**src/rtl/crc_frame_scheduler.sv**
```systemverilog
// Two-requester scheduler feeding {pad, msg, zeros} to an external P-bit CRC engine; result in NB+3 cycles after grant.
// Result held on res_valid until res_ready; define CRC_SCHED_RR_EN for round-robin arbitration (default: requester 0 wins).
module crc_frame_scheduler #(
   parameter int MSG_W = 10,
   parameter int CRC_W = 9,
   parameter int P     = 3
) (
   input  logic             clk,
   input  logic             reset,
   input  logic             req0,
   input  logic             req1,
   input  logic [MSG_W-1:0] msg0,
   input  logic [MSG_W-1:0] msg1,
   output logic             gnt0,
   output logic             gnt1,
   output logic             crc_clr,
   output logic             crc_en,
   output logic [P-1:0]     crc_din,
   input  logic [CRC_W-1:0] crc_rem,
   output logic             res_valid,
   input  logic             res_ready,
   output logic [CRC_W-1:0] res_data,
   output logic             res_id
);
   localparam int NB = (MSG_W + CRC_W + P - 1) / P;
   localparam int FW = NB * P;
   localparam int CW = $clog2(NB + 1);

   typedef enum logic [2:0] {S_IDLE, S_LOAD, S_SHIFT, S_CAPT, S_DONE} state_t;

   state_t           r_state;
   logic [FW-1:0]    r_sh;
   logic [CW-1:0]    r_cnt;
   logic             r_clr;
   logic             r_en;
   logic [P-1:0]     r_din;
   logic             r_vld;
   logic [CRC_W-1:0] r_res;
   logic             r_id;

   logic             w_any;
   logic             w_sel;
   logic [MSG_W-1:0] w_msg;
   logic [FW-1:0]    w_frame;

   assign w_any = req0 | req1;

`ifdef CRC_SCHED_RR_EN
   logic r_ptr;
   assign w_sel = (req0 && req1) ? r_ptr : req1;
`else
   assign w_sel = ~req0;
`endif

   assign w_msg   = w_sel ? msg1 : msg0;
   assign w_frame = {{(FW-MSG_W){1'b0}}, w_msg} << CRC_W;

   // Grant is decided in the IDLE cycle itself so the capture happens on that edge.
   assign gnt0 = reset & (r_state == S_IDLE) & w_any & ~w_sel;
   assign gnt1 = reset & (r_state == S_IDLE) & w_any &  w_sel;

   always_ff @(posedge clk or negedge reset) begin
      if (!reset) begin
         r_state <= S_IDLE;
         r_sh    <= '0;
         r_cnt   <= '0;
         r_clr   <= 1'b0;
         r_en    <= 1'b0;
         r_din   <= '0;
         r_vld   <= 1'b0;
         r_res   <= '0;
         r_id    <= 1'b0;
`ifdef CRC_SCHED_RR_EN
         r_ptr   <= 1'b0;
`endif
      end else begin
         case (r_state)
            S_IDLE: begin
               if (w_any) begin
                  r_state <= S_LOAD;
                  r_sh    <= w_frame;
                  r_id    <= w_sel;
                  r_clr   <= 1'b1;
`ifdef CRC_SCHED_RR_EN
                  r_ptr   <= ~w_sel;
`endif
               end
            end
            S_LOAD: begin
               r_state <= S_SHIFT;
               r_clr   <= 1'b0;
               r_en    <= 1'b1;
               r_din   <= r_sh[FW-1 -: P];
               r_sh    <= r_sh << P;
               r_cnt   <= '0;
            end
            S_SHIFT: begin
               if (r_cnt == CW'(NB - 1)) begin
                  r_state <= S_CAPT;
                  r_en    <= 1'b0;
                  r_din   <= '0;
               end else begin
                  r_cnt   <= r_cnt + CW'(1);
                  r_din   <= r_sh[FW-1 -: P];
                  r_sh    <= r_sh << P;
               end
            end
            S_CAPT: begin
               r_state <= S_DONE;
               r_res   <= crc_rem;
               r_vld   <= 1'b1;
            end
            S_DONE: begin
               if (res_ready) begin
                  r_state <= S_IDLE;
                  r_vld   <= 1'b0;
               end
            end
            default: r_state <= S_IDLE;
         endcase
      end
   end

   assign crc_clr   = r_clr;
   assign crc_en    = r_en;
   assign crc_din   = r_din;
   assign res_valid = r_vld;
   assign res_data  = r_res;
   assign res_id    = r_id;
endmodule

```
**config.mk**
```make
export PLATFORM = sky130hd
export DESIGN_NAME = crc_frame_scheduler
export DESIGN_NICKNAME = d
export VERILOG_FILES = /design/src/rtl/crc_frame_scheduler.sv
export SDC_FILE = /design/constraint.sdc
export NUM_CORES = 1
export LEC_CHECK = 0
export ABC_CLOCK_PERIOD_IN_PS = 5100
export CAP_MARGIN = 15
export CORE_UTILIZATION = 24
export DETAILED_ROUTE_END_ITERATION = 8
export GPL_ROUTABILITY_DRIVEN = 0
export PLACE_DENSITY = 0.57
export SKIP_CTS_REPAIR_TIMING = 1
export SYNTH_ARGS = -nofsm -noshare
export SYNTH_HDL_FRONTEND = slang
export SYNTH_SLANG_ARGS = --single-unit
```
**constraint.sdc**
```tcl
create_clock -name clk -period 5.1 [get_ports clk]
set_input_delay 1.02 -clock clk [delete_from_list [all_inputs] [get_ports clk]]
set_output_delay 1.02 -clock clk [all_outputs]
set_load 0.03 [all_outputs]
```
==> run_results.csv <==
group,metric,value,unit
logic_synthesis,share_of_the_synthesized_area_in_the_top_cell_type,50.3,%
critical_path,worstSetupEndpointType,"primary output",
place,dp.cells,297,
timing,rsz0062_at_grt,"no",
place,hpwl_reported_at_the_end_of_detailed_placement,2590,microns
layout,antenna_cells,0,
cts,clock_transition_at_the_registers_of_the_reported_paths,0.07,ns
power,static-leakage-power,0.994,nW
logic_synthesis,synth_edf_count,0,
power,power_density,639,mW/mm^2
timing,skew,0.00508,ns
hold_path,worst_hold_path_type,"flip-flop to flip-flop",
layout,drive_above_1_share,16.7,%
logic_synthesis,postSynthNetCount,193,
status,status,"complete, no violations",
logic_synthesis,yosys.area.top_type,"sky130_fd_sc_hd__dfrtp_1",
logic_synthesis,syn_inst,157,
layout,layoutNonFillerInstCount,305,
cts,clock_insertion_delay_worst_skew,0.28,ns
place,placement.io_buffers,51,
critical_path,cp_slowest_cell,"sky130_fd_sc_hd__clkdlybuf4s50_1",
layout,synthToLayoutAreaGrowth,40.0,%
cts,root_buffer,"sky130_fd_sc_hd__clkbuf_8",
floorplanning,initial_core_util,24.9,%
timing,setup_tns,0,ns
logic_synthesis,netlist-cell-type-count,37,
critical_path,critPathLaunchType,"input pin",
detailed_routing,drt_wl_total,3530,microns
global_route,grt_overflow_total,0,
critical_path,critPathRequiredTime,4.08,ns
logic_synthesis,synth_cell_area,0.00169,sq mm
timing,timing.final.max_slew_violations,0,
detailed_routing,drt-wirelength-per-cell,11.6,microns
critical_path,crit_path_cell_trace,"clkdlybuf4s50_1 -> buf_4 -> nor2_1 -> and4_1 -> clkdlybuf4s50_1",
cts,cts_buffers,5,
global_route,grt_pass1_vias,1240,
floorplanning,std_cell_rows,30,
cts,tritoncts,"built",
global_route,groute.usage.overall,10.2,%
logic_synthesis,ys_dominant_reg_cell,"sky130_fd_sc_hd__dfrtp_1",
critical_path,crit_path_max_incr_delay,0.66,ns
detailed_routing,routed_via_density,4.24,
critical_path,worstPathArrival,2.60,ns
timing,report.final.setup_viol,0,
floorplanning,design.core.area,0.00679,sq mm
critical_path,critical-path-top-cell-by-count,"sky130_fd_sc_hd__clkdlybuf4s50_1",
floorplanning,die_extent_in_x,85.9,microns
logic_synthesis,syn-mean-instance-area,10.8,sq um
global_route,initial_antenna_violation_count,0,
floorplanning,dieHeight,85.9,microns
detailed_routing,num_vias,1292,
detailed_routing,drtIter0Drc,70,
floorplanning,floorplan.io_pins,52,
detailed_routing,first_pass_iters,4,
timing,clock.fmax,276,MHz
detailed_routing,drc,0,
timing,layout_min_cycle_time,3.62,ns
job,max-cap-violations,0,
critical_path,worst_path_maximum_fanout,16,
timing,post-route-period-util,70.9,%
floorplanning,floorplan.die_area,0.00738,sq mm
layout,fin_nets,244,
cts,total_number_of_h_tree_levels,2,
layout,fill_cells,690,
timing,tightest_slew,0.654,ns
timing,slew-limit-headroom,56.4,%
logic_synthesis,synth.yosys.seq_area_share,50.3,%
cts,clock-sinks,34,
logic_synthesis,postSynth.asyncResetShare,100,%
global_route,grt_first_pass_wirelength,5810,microns
logic_synthesis,postSynthRegisterBits,34,
timing,final_hold_viol_count,0,
detailed_routing,detail-route-antenna-nets,0,
logic_synthesis,synth_top_cells_by_area,"sky130_fd_sc_hd__dfrtp_1, sky130_fd_sc_hd__mux2_2, sky130_fd_sc_hd__mux2i_1, sky130_fd_sc_hd__a21oi_1, sky130_fd_sc_hd__nand2_1",
logic_synthesis,ys.warnings.count,0,
cts,cts_max_path_bufs,2,
power,irDropWorstVdd,0.000154,V
global_route,grt_start_max_net_pins,30,
critical_path,worstSetupPathType,"input pin to primary output",
==> cells in the mapped netlist (all sizes together) (2+ instances only) <==
| master | instances |
|---|---|
| nor2 | 7 |
| a21oi | 23 |
| o22ai | 2 |
| o31ai | 3 |
| ha | 2 |
| a31oi | 2 |
| a22o | 3 |
| mux2 | 9 |
| o21ai | 10 |
| buf | 8 |
| dfrtp | 34 |
| and4 | 2 |
| mux2i | 10 |
| nand2 | 20 |
| nor3 | 4 |
| inv | 4 |
==> final cells by class <==
| class | count | area, sq um | area share, % |
|---|---|---|---|
| inverter | 5 | 18.8 | 0.793 |
| multi-input combinational | 109 | 764 | 32.3 |
| clock inverter | 1 | 5.00 | 0.212 |
| clock buffer | 7 | 86.3 | 3.65 |
| sequential | 34 | 851 | 36.0 |
| tap | 96 | 120 | 5.08 |
| timing repair buffer | 53 | 520 | 22.0 |
==> placed cells by master (no fill, tap or decap), types with 4 or more instances in the layout <==
cell type	Yosys	routed
sky130_fd_sc_hd__a21oi_1	19	19
sky130_fd_sc_hd__o21ai_2	6	6
sky130_fd_sc_hd__clkbuf_8	0	6
sky130_fd_sc_hd__dfrtp_1	34	34
sky130_fd_sc_hd__clkdlybuf4s50_1	0	50
sky130_fd_sc_hd__nor2_1	7	7
sky130_fd_sc_hd__mux2i_1	10	10
sky130_fd_sc_hd__nor3_1	4	4
sky130_fd_sc_hd__nand2_1	18	18
sky130_fd_sc_hd__a21oi_2	4	4
sky130_fd_sc_hd__mux2_2	9	9
==> critical path: cells and delay by family <==
| kind | cells | cell delay, ns |
|---|---|---|
| AND/OR/NAND/NOR | 2 | 0.32 |
| buffers and inverters | 3 | 1.25 |
==> final timing paths <==
kind,startpoint,end,slack (ns),cells past startpoint
max,req0,gnt1,1.48,5
min,r_sh[16],r_sh[16],0.48,2
max reg2reg,r_cnt[0],r_sh[9],3.29,5
min reg2reg,r_sh[16],r_sh[16],0.48,2
max in group asynchronous,reset,r_state[1],3.92,2
min in group asynchronous,reset,r_state[0],0.57,1
==> registers in the layout, summed over array words and instances, names as in the netlist <==
name,count
crc_clr,1
r_sh,12
r_state,3
res_id,1
crc_en,1
r_cnt,3
crc_din,3
res_data,9
res_valid,1
==> layer usage <==
metal	up-vias	share of wire [%]	global-route usage [%]
met5	-	0	0
met4	0	1.3	3.64
met3	5	6.2	3.95
met2	39	46	16.0
met1	589	46	12.7
li1	659	-	-
==> power by group <==
part / total (mW) / internal [mW] / switching, mW
sequential: 0.515 / 0.399 / 0.116
clock: 0.202 / 0.109 / 0.0930
combinational: 0.795 / 0.344 / 0.451
total: 1.51 / 0.851 / 0.660
==> kinds of logic (layout without fill, tap and decap cells) <==
logic type,after synthesis,in the layout,share of synthesized area (%)
buffers and inverters,14,66,4.44
muxes,19,19,11.9
and+or+nand+nor,39,39,11.2
DFF,34,34,50.3
adders and majority gates,2,2,1.48
AOI/OAI and AO/OA,48,48,19.0
xor gates and xnor gates,1,1,1.63
==> per-stage QoR <==
step,setup slack (ns),instance area (sq um),hold WS (ns),util (%),power (mW)
CTS,1.47,2370,0.483,34.8,1.54
global placement,1.49,2270,0.462,33.5,1.31
global route,1.42,2370,0.512,34.8,1.63
detailed placement,1.47,2270,0.467,33.5,1.33
finish,1.48,2370,0.479,34.8,1.51
floorplan,2.25,1690,0.449,-,1.10
(Power assumes the default switching activity.)
==> patch, RTL diff (same flow settings) <==
Encoding of `state_t`: now one-hot (5 bits for 5 states).
--- a/src/rtl/crc_frame_scheduler.sv
+++ b/src/rtl/crc_frame_scheduler.sv
@@ -26,7 +26,7 @@
    localparam int FW = NB * P;
    localparam int CW = $clog2(NB + 1);
 
-   typedef enum logic [2:0] {S_IDLE, S_LOAD, S_SHIFT, S_CAPT, S_DONE} state_t;
+   typedef enum logic [4:0] {S_IDLE = 5'b00001, S_LOAD = 5'b00010, S_SHIFT = 5'b00100, S_CAPT = 5'b01000, S_DONE = 5'b10000} state_t;
 
    state_t           r_state;
    logic [FW-1:0]    r_sh;
Check against the original RTL: no difference found for any inputs over 10 cycles, from zero or initial values and one cycle with reset low; not proved beyond that.
==> patch against the unedited design <==
Wire length up 7.9%. Non-clock buffer count up 1. Final area up 3.2%. Synthesized cell count down 5.7%. Sequential cell count up 2. Area after synthesis up 4.3%. Total power down 21%. Via count up 3.6%. Setup slack worse by 0.38 ns.
==> patch: results (changes against the unedited design) <==
{| class="wikitable"
! Metric !! Value
|-
| Run status || finished, final reports clean (unchanged)
|-
| Sequential cell area fraction in the yosys report || 51.2% (was 50.3%)
|-
| Nets in the synthesized netlist || 184 (was 193)
|-
| Plain + repair buffers || 54 (was 53)
|-
| Pint || 0.749 mW (was 0.851 mW)
|-
| Data arrival, critical path || 2.98 ns (was 2.60 ns)
|-
| Met3 wirelength from detailed routing || 215 um (was 218 um)
|-
| Clock Buffer Count || 6 (was 7)
|-
| Met3 track utilization from global routing || 3.68% (was 3.95%)
|-
| Critical Path Fanout Max || 14 (was 16)
|-
| Peak supply drop || 0.000176 V (was 0.000154 V)
|-
| Multi-input comb cells || 97 (was 109)
|-
| Placed Instance Area || 2360 sq um (was 2270 sq um)
|-
| Worst R2R Path Depth || 4 (was 5)
|-
| Post-synth top cells || sky130_fd_sc_hd__dfrtp_1 (35), sky130_fd_sc_hd__mux2_2 (12), sky130_fd_sc_hd__mux2i_1 (11) (was sky130_fd_sc_hd__dfrtp_1 (34), sky130_fd_sc_hd__a21oi_1 (19), sky130_fd_sc_hd__nand2_1 (18))
|-
| Number of global-route vias before repair || 1,365 (was 1,240)
|-
| Fraction of area in multi-input gates || 32.2% (was 32.3%)
|-
| Average wire length per cell after detail routing || 12.8 um (was 11.6 um)
|-
| Routed wl met2 || 1830 um (was 1630 um)
|-
| Via total after detailed routing || 1,338 (was 1,292)
|-
| Via density || 4.51 (was 4.24)
|-
| Main area contributors after synthesis || sky130_fd_sc_hd__dfrtp_1 (50%), sky130_fd_sc_hd__mux2_2 (7.7%), sky130_fd_sc_hd__mux2i_1 (6.2%) (was sky130_fd_sc_hd__dfrtp_1 (50%), sky130_fd_sc_hd__mux2_2 (6.0%), sky130_fd_sc_hd__mux2i_1 (5.9%))
|-
| Metal-1 WL || 1730 um (was 1630 um)
|-
| Startpoint of the lowest-slack register-to-register path || r_state[1]$_DFFE_PN0P_ (was r_cnt[0]$_DFFE_PN0P_)
|-
| Inverters || 7 (was 5)
|}
-- patch: cell count changes after synthesis, sizes merged, moves of 8 or more --
cell   change
nand3      +8
nand2     -14
a21oi     -13
mux2      +10
-- patch: stage by stage --
step / util (%) / setup WS [ns]
after detailed placement: 34.0 / 1.08
after floorplan: - / 1.85
after global routing: 35.2 / 0.959
after global placement: 34.0 / 1.06
after CTS: 35.2 / 1.06
final: 35.2 / 1.10
-- patch: kinds of logic (layout without fill, tap and decap cells) --
group                      after synthesis  count (layout)  synth area share, %
DFF                                     36              36                 51.2
and+or+nand+nor                         33              33                 11.1
AOI/OAI and AO/OA                       31              31                 11.3
muxes                                   30              30                 19.9
buffers and inverters                   15              68                 4.19
adders and majority gates                2               2                 1.42
xor gates and xnor gates                 1               1                0.923
-- patch: power by group through the flow --
stage	clock network, mW	logic, mW	registers [mW]
after global routing	0.208	0.602	0.470
after detailed placement	0	0.556	0.463
after CTS	0.196	0.558	0.459
final	0.187	0.549	0.459
after global placement	0	0.548	0.465
after floorplan	0	0.383	0.479
